$ cat src/rtl/reset_debouncer.sv
// Push-button conditioner: synchronizes and debounces a raw button, then
// stretches the debounced level (and the block reset) into a core reset.
module reset_debouncer #(
  parameter int DEBOUNCE_CYCLES   = 500000,
  parameter int STRETCH_CYCLES    = 16,
  parameter bit BUTTON_ACTIVE_LOW = 1'b0
) (
  input  logic clock,
  input  logic reset,
  input  logic button_in,
  output logic reset_out,
  output logic button_level,
  output logic press_pulse
);

  localparam int CW = $clog2(DEBOUNCE_CYCLES + 1);
  localparam int SW = $clog2(STRETCH_CYCLES + 1);

  localparam logic [CW-1:0] CNT_LAST = CW'(DEBOUNCE_CYCLES - 1);
  localparam logic [CW-1:0] CNT_ONE  = CW'(1);
  localparam logic [SW-1:0] SC_LOAD  = SW'(STRETCH_CYCLES);

  typedef enum logic [1:0] {
    RELEASED,
    PRESS_WAIT,
    PRESSED,
    RELEASE_WAIT
  } state_t;

  state_t        state_q, state_d;
  logic [CW-1:0] cnt_q, cnt_d;
  logic [SW-1:0] sc_q, sc_d;
  logic          sync1_q, sync1_d;
  logic          sync2_q, sync2_d;
  logic          pulse_q, pulse_d;
  logic          sample;

  assign sync1_d = button_in;
  assign sync2_d = sync1_q;
  assign sample  = sync2_q ^ BUTTON_ACTIVE_LOW;

  // Synchronizer flops reset to the idle pin level so reset never looks like a press.
  always_ff @(posedge clock) begin
    if (reset) begin
      sync1_q <= BUTTON_ACTIVE_LOW;
      sync2_q <= BUTTON_ACTIVE_LOW;
      state_q <= RELEASED;
      cnt_q   <= '0;
      pulse_q <= 1'b0;
      sc_q    <= SC_LOAD;
    end else begin
      sync1_q <= sync1_d;
      sync2_q <= sync2_d;
      state_q <= state_d;
      cnt_q   <= cnt_d;
      pulse_q <= pulse_d;
      sc_q    <= sc_d;
    end
  end

  always_comb begin
    state_d = state_q;
    cnt_d   = cnt_q;
    pulse_d = 1'b0;
    case (state_q)
      RELEASED: begin
        if (sample) begin
          state_d = PRESS_WAIT;
          cnt_d   = CNT_ONE;
        end else begin
          cnt_d = '0;
        end
      end
      PRESS_WAIT: begin
        if (!sample) begin
          state_d = RELEASED;
          cnt_d   = '0;
        end else if (cnt_q == CNT_LAST) begin
          state_d = PRESSED;
          cnt_d   = '0;
          pulse_d = 1'b1;
        end else begin
          cnt_d = cnt_q + CNT_ONE;
        end
      end
      PRESSED: begin
        if (!sample) begin
          state_d = RELEASE_WAIT;
          cnt_d   = CNT_ONE;
        end else begin
          cnt_d = '0;
        end
      end
      RELEASE_WAIT: begin
        // A bounce back to pressed restores PRESSED silently, without a pulse.
        if (sample) begin
          state_d = PRESSED;
          cnt_d   = '0;
        end else if (cnt_q == CNT_LAST) begin
          state_d = RELEASED;
          cnt_d   = '0;
        end else begin
          cnt_d = cnt_q + CNT_ONE;
        end
      end
      default: begin
        state_d = RELEASED;
        cnt_d   = '0;
      end
    endcase
  end

  always_comb begin
    sc_d = sc_q;
    if (button_level) begin
      sc_d = SC_LOAD;
    end else if (sc_q != '0) begin
      sc_d = sc_q - SW'(1);
    end
  end

  assign button_level = (state_q == PRESSED) || (state_q == RELEASE_WAIT);
  assign press_pulse  = pulse_q;
  assign reset_out    = button_level || (sc_q != '0);

endmodule

$ cat config.mk
export PLATFORM = sky130hd
export DESIGN_NAME = reset_debouncer
export DESIGN_NICKNAME = d
export VERILOG_FILES = /design/src/rtl/reset_debouncer.sv
export SDC_FILE = /design/constraint.sdc
export NUM_CORES = 1
export LEC_CHECK = 0
export CAP_MARGIN = 30
export CORE_UTILIZATION = 55
export CTS_BUF_LIST = sky130_fd_sc_hd__clkbuf_4
export DETAILED_ROUTE_END_ITERATION = 8
export MAX_ROUTING_LAYER = met4
export PLACE_DENSITY = 0.82
export SLEW_MARGIN = 15
export SYNTH_ARGS = -nofsm -noshare
export SYNTH_HDL_FRONTEND = slang
export SYNTH_SLANG_ARGS = --single-unit
$ cat constraint.sdc
create_clock -name clock -period 1.6 [get_ports clock]
set_input_delay 0.32 -clock clock [delete_from_list [all_inputs] [get_ports clock]]
set_output_delay 0.32 -clock clock [all_outputs]
set_load 0.005 [all_outputs]
## Word level (Yosys, flattened, before mapping)

Index checks and enable logic that the tools add are counted.

- Bits in registers: 29
- Input port bits: 3
- Output and inout port bits: 3
- Word-level logic and storage cells: 39

- Add/sub/neg operators: 2
- Eq/ne operators: 8
- Mux-type cells: 14
- Bitwise gates (word level): 2
- Reductions and logical operators: 7

Operator list:

| operator | number |
|---|---|
| $pmux 19 s4 | 1 |
| $mux 19 | 3 |
| $add 19x1->19 const B | 1 |
| $eq 19x19->1 const B | 1 |
| $mux 2 | 6 |
| $pmux 2 s4 | 1 |
| $ne 3x3->1 const B | 2 |
| $reduce_bool 5->1 | 1 |
| $sub 5x1->5 const B | 1 |
| $eq 2x2->1 const B | 2 |
| $ne 2x2->1 const B | 2 |
| $reduce_and 4->1 | 1 |
| $mux 1 | 3 |
| $reduce_or 3->1 | 1 |
| $eq 2x1->1 const B | 1 |
| $logic_not 2->1 | 1 |
| $logic_or 1x1->1 | 2 |
| $not 1->1 | 2 |
| $reduce_or 2->1 | 1 |

## Depth between registers and ports, before layout

Gate-level depths: netlist (run 1).

- Depth after elaboration: 4
- Mapped depth: 6
- Mapped depth without buffers: 5

## Least setup slack after synthesis (run 1)

OpenSTA, ideal clock, no wires.

- Kind: register -> register
- From: reg cnt_q[0]
- To: reg cnt_q[18]
- Setup time: 71 ps
- Data arrival time: 1677 ps
- Required time: 1529 ps
- Slack: -148 ps
- Cell stages (with the launch flop): 6
- Path buffers: 0
- Period minus slack after synthesis: 1748 ps
- Path through: dfxtp_1 ha_1 nand3_1 or3_4 or4_1 a21oi_1

- Longest elaborated chain between the ends: 4
- Elaborated cells between the ends (all ways): 6
- Classes of those cells: add/sub: 1; eq/ne: 1; mux: 4

Ends and longest elaborated chain:

| item | line | source |
|---|---|---|
| start, declared | 31 | `logic [CW-1:0] cnt_q, cnt_d;` |
| start signal, assigned | 55 | `cnt_q <= cnt_d;` |
| $add 19x1->19 / $eq 19x19->1 (equally long branches) | n/a |  |
| $mux 19 (*) | 78, 99 |  |
| $mux 19, on equally long branches | 96, 75 |  |
| $pmux 19 s4 (*) | 65 | `case (state_q)` |

Every way passes the cells marked *; elsewhere a longest branch is shown, timed or not.
A chain may end at the register's enable or synchronous reset.

## Worst setup path in the final report (run 1)

- From: reg sc_q[0]
- To: out reset_out

- Longest elaborated chain between the ends: 2

Ends and longest elaborated chain:

| item | line | source |
|---|---|---|
| start, declared | 32 | `logic [SW-1:0] sc_q, sc_d;` |
| start signal, assigned | 50 | `sc_q <= SC_LOAD;` |
| start signal, assigned | 57 | `sc_q <= sc_d;` |
| $reduce_bool 5->1 | 124 | `assign reset_out = button_level \|\| (sc_q != '0);` |
| $logic_or 1x1->1 | 124 |  |
| end, declared | 11 | `output logic reset_out,` |

No other way between the ends.

==> impl_summary.md, run 1 <==
Timing
The final count of hold timing violations is 0. Once routing completed, OpenROAD measured the worst setup slack at -0.04031 ns. After layout, the worst path uses 102.5% of the clock period.

Setup repair after global routing could not meet its margin everywhere. The final-report max-slew violation count came to 0. In the final timing run, aggregate negative setup slack is -0.05521 ns. For the finished layout, the period the worst path requires is around 1.6 ns. The achievable frequency is between 0.6 and 0.7 GHz. The measured slew at the worst slew-check pin is 0.3553 ns.

On the final layout, the worst clock skew is between 0.004 and 0.005 ns. The count of endpoints failing setup in the final report is 3. In this run the tightest slew margin relative to its limit is between 70 and 80%. Final hold analysis gives a worst-case slack of around 0.46 ns.

Synthesis
In the synthesized netlist the async set-or-reset flop fraction comes to 0%. The sequential-to-total area share from yosys stat is approximately 45%. The net count of the mapped netlist is 145.

During synthesis, Yosys emitted a total of 0 warnings. The share of the synthesized area in the top cell type is between 40 and 50%. The synthesized design spends more area on one cell type than any other, namely sky130_fd_sc_hd__dfxtp_1. After technology mapping, the gate count stands at 140.

The total of flip-flops plus latches after synthesis is 29. The average instance in the mapped netlist occupies 9.304 um2. The most used flip-flop cell after synthesis is sky130_fd_sc_hd__dfxtp_1. The number of flops mapped to enable cells by yosys is 0. After synthesis, the netlist uses 37 different library cells. The post-synthesis instance area is 1302 um2.

Sorting the synthesized cells by area gives the leading types as sky130_fd_sc_hd__dfxtp_1 (45%), sky130_fd_sc_hd__xnor2_1 (7.4%), sky130_fd_sc_hd__nor2_1 (6.1%).

Placed design
During placement, the flow inserted port buffers numbering 5. The number of cells in the design after placement is ~190. The instance area after placement is roughly 1600 um2.

The HPWL after detailed placement is approximately 2 mm. At the end of routability-driven placement, the weighted congestion stood at 0.7957. The post-placement worst setup slack is -0.09734 ns.

Clock tree
The post-CTS clock slew at the launch and capture registers of the worst setup and hold paths is around 0.09 ns. The number of sinks driven by the clock tree is 29. The insertion delay to the later sink of the worst-skew pair is approximately 0.33 ns. Counting along the longest clock path gives a buffer depth of 2. The quantity of hold-fixing buffers added after cts is 0. The number of H-tree levels is 2.

In this run the clock root is driven by a sky130_fd_sc_hd__clkbuf_4. TritonCTS created 5 clock buffers. The TritonCTS clock tree is done.

Cells and area
With fillers left out, the area of the finished cells amounts to between 1500 and 2000 um2. Fill cells in the final layout number between 100 and 150. Measured on the finished design, the core utilization comes to 79.58%.

The storage element area is 609.3 um2. The area growth from synthesis to layout is 35.16%. The area of combinational cells with multiple inputs is approximately 780 um2. The number of antenna cells inserted is 0. Cells with a size suffix above 1 make up 39.20% of the layout. The post-layout instance count excluding filler cells is approximately 200.

At the end of the flow, the number of nets in the layout was 180.

Drt
The first-pass detailed-route iteration total is 4. The average detailed-routed wire length per instance is 15.69 um. The total wirelength of the detailed-routed design is between 3 and 4 mm. The uppermost signal routing layer after detailed routing is met4. After detailed routing, the number of remaining DRC violations is 0. The average vias per placed instance is 5.657. The sum of routed wire segments on met1 is ~1.3 mm. The met2 wirelength from detailed routing is around 1.7 mm. The first-iteration detailed-routing DRC count is 32.

The routed length on met3 is approximately 120 um. The post-route antenna net violation count is 0. For this block, the via count after detailed routing is between 1,000 and 1,500.

Worst setup path
The worst endpoint data arrival time is 1.32 ns. The largest fanout on the critical path is 2. The type of destination of the critical path is an output port. The required time of the critical path is between 1 and 1.5 ns. The kind of critical path is reg -> out. Across all register-to-register paths, the minimum setup slack is -0.01 ns. The kind of start point of the critical path is a flop. The worst reg2reg path depth is 8.

GRT
The pin count of the biggest net entering global routing is 19. The aggregate global-route resource usage is 28.05%. The number of global-route vias before repair is approximately 1,100.

Summed over all layers, the global routing overflow is 0. The first global-routing pass estimated 4.995 mm of wire. The number of antenna violations at the first check in global routing is 0.

Outcome
The final reports fail on negative setup slack. The run finished, with violations left.

Floorplan
6 I/O pins were placed. The total area inside the core boundary comes to 2212 um2. Measured along the x axis, the die boundary spans ~50 um.

The die covers 2567 um2. Once the floorplan was initialized, standard cells occupied about three fifths of the core. The floorplan step set the die height to just over 50 um. The number of rows in the core area is 17.

Power and ir drop
The power per unit of standard cell area is 986.4 nW/um2. The maximum vdd ir drop is around 0.0011 V. The design draws ~1.7 mW. In this run the static leakage power is 0.6165 nW.

Flow run
The number of max-capacitance violations reported is 0.

Hold path
The count of cells along the worst hold path is 1. The path class of the tightest hold or removal check is reg -> reg.
cell usage after synthesis, drive strengths merged (3+ instances only):
library cell	count
a21oi	6
and3	3
dfxtp	29
inv	6
nand2	8
nand3	9
nor2	21
nor3	3
nor4	3
o31ai	3
or3	4
or4	3
xnor2	11
xor2	6
area by class of cell:
class	count	share of cell area (%)
flip-flops and latches	29	34.61
inverters	6	1.279
repair buffers	30	14.29
multi-input cells	103	44.42
well taps	28	1.990
clock buffers	8	3.412
worst paths after layout:
path | start | endpoint
max reg2reg | sc_q[0] | sc_q[1]
max | sc_q[0] | reset_out
min reg2reg | sync1_q | sample
min | sync1_q | sample
per-layer routing:
layer	global-route usage (%)	vias to the layer above
li1	-	565
met1	28.31	555
met2	48.67	24
met3	9.394	10
met4	12.96	0
met5	-	-
cells by family after synthesis:
family / count (synthesis) / synth area share, %
and+or+nand+nor: 70 / 32.66
DFF: 29 / 44.57
xor gates and xnor gates: 17 / 11.43
AOI/OAI and AO/OA: 14 / 7.013
buffers and inverters: 8 / 2.401
adders and majority gates: 2 / 1.921
repair_timing:
action                     CTS  global route
setup endpoints to repair   22            23
setup buffers                3             0
gates resized for setup     20            17
pin swaps                    6             3
report_power, final:
part	internal [mW]	leakage, nW	switching [mW]	total (mW)
combinational	0.260	0.337	0.186	0.446
clock	0.225	0.0368	0.240	0.466
sequential	0.783	0.243	0.0418	0.824
total	1.27	0.616	0.468	1.74
flip-flops by register name, indices dropped and copies added, names as in the netlist, named ones only:
register and count:
cnt_q 19, press_pulse 1, sample 1, sc_q 5, state_q 1, sync1_q 1
cell usage in the layout (no fill, tap or decap), types with 2 or more instances in the layout:
| cell | n |
|---|---|
| sky130_fd_sc_hd__buf_4 | 24 |
| sky130_fd_sc_hd__nor2_1 | 21 |
| sky130_fd_sc_hd__dfxtp_1 | 16 |
| sky130_fd_sc_hd__xnor2_1 | 11 |
| sky130_fd_sc_hd__nand2_1 | 8 |
| sky130_fd_sc_hd__clkbuf_4 | 8 |
| sky130_fd_sc_hd__dfxtp_2 | 8 |
| sky130_fd_sc_hd__xor2_1 | 6 |
| sky130_fd_sc_hd__nand3_1 | 5 |
| sky130_fd_sc_hd__a21oi_1 | 5 |
| sky130_fd_sc_hd__dfxtp_4 | 5 |
| sky130_fd_sc_hd__inv_1 | 4 |
| sky130_fd_sc_hd__clkdlybuf4s50_1 | 4 |
| sky130_fd_sc_hd__nor3_1 | 3 |
| sky130_fd_sc_hd__o31ai_1 | 3 |
| sky130_fd_sc_hd__nor4_1 | 3 |
| sky130_fd_sc_hd__inv_2 | 2 |
| sky130_fd_sc_hd__nor2b_1 | 2 |
| sky130_fd_sc_hd__nand3_2 | 2 |
| sky130_fd_sc_hd__nand4b_1 | 2 |
| sky130_fd_sc_hd__and3_1 | 2 |
| sky130_fd_sc_hd__nand3_4 | 2 |
| sky130_fd_sc_hd__or3_4 | 2 |
| sky130_fd_sc_hd__or4_4 | 2 |
| sky130_fd_sc_hd__o21ai_0 | 2 |
| sky130_fd_sc_hd__or3_1 | 2 |
| sky130_fd_sc_hd__ha_4 | 2 |
worst max-delay path, cell delays in order, from the launching register on:
cell and delay, ns:
sky130_fd_sc_hd__dfxtp_2 0.34, sky130_fd_sc_hd__inv_2 0.07, sky130_fd_sc_hd__ha_4 0.12, sky130_fd_sc_hd__nand3b_1 0.09, sky130_fd_sc_hd__or2_4 0.25, sky130_fd_sc_hd__buf_6 0.12
Note: power is estimated with default switching activity, not from simulation.
==> run 2: changes to the inputs <==
--- a/config.mk
+++ b/config.mk
@@ -5,6 +5,7 @@
 export SDC_FILE = /design/constraint.sdc
 export NUM_CORES = 1
 export LEC_CHECK = 0
+export ABC_CLOCK_PERIOD_IN_PS = 1600
 export CAP_MARGIN = 30
 export CORE_UTILIZATION = 55
 export CTS_BUF_LIST = sky130_fd_sc_hd__clkbuf_4
==> results of run 2 <==
No change in the layout: final DEF, timing and power equal those of run 1.
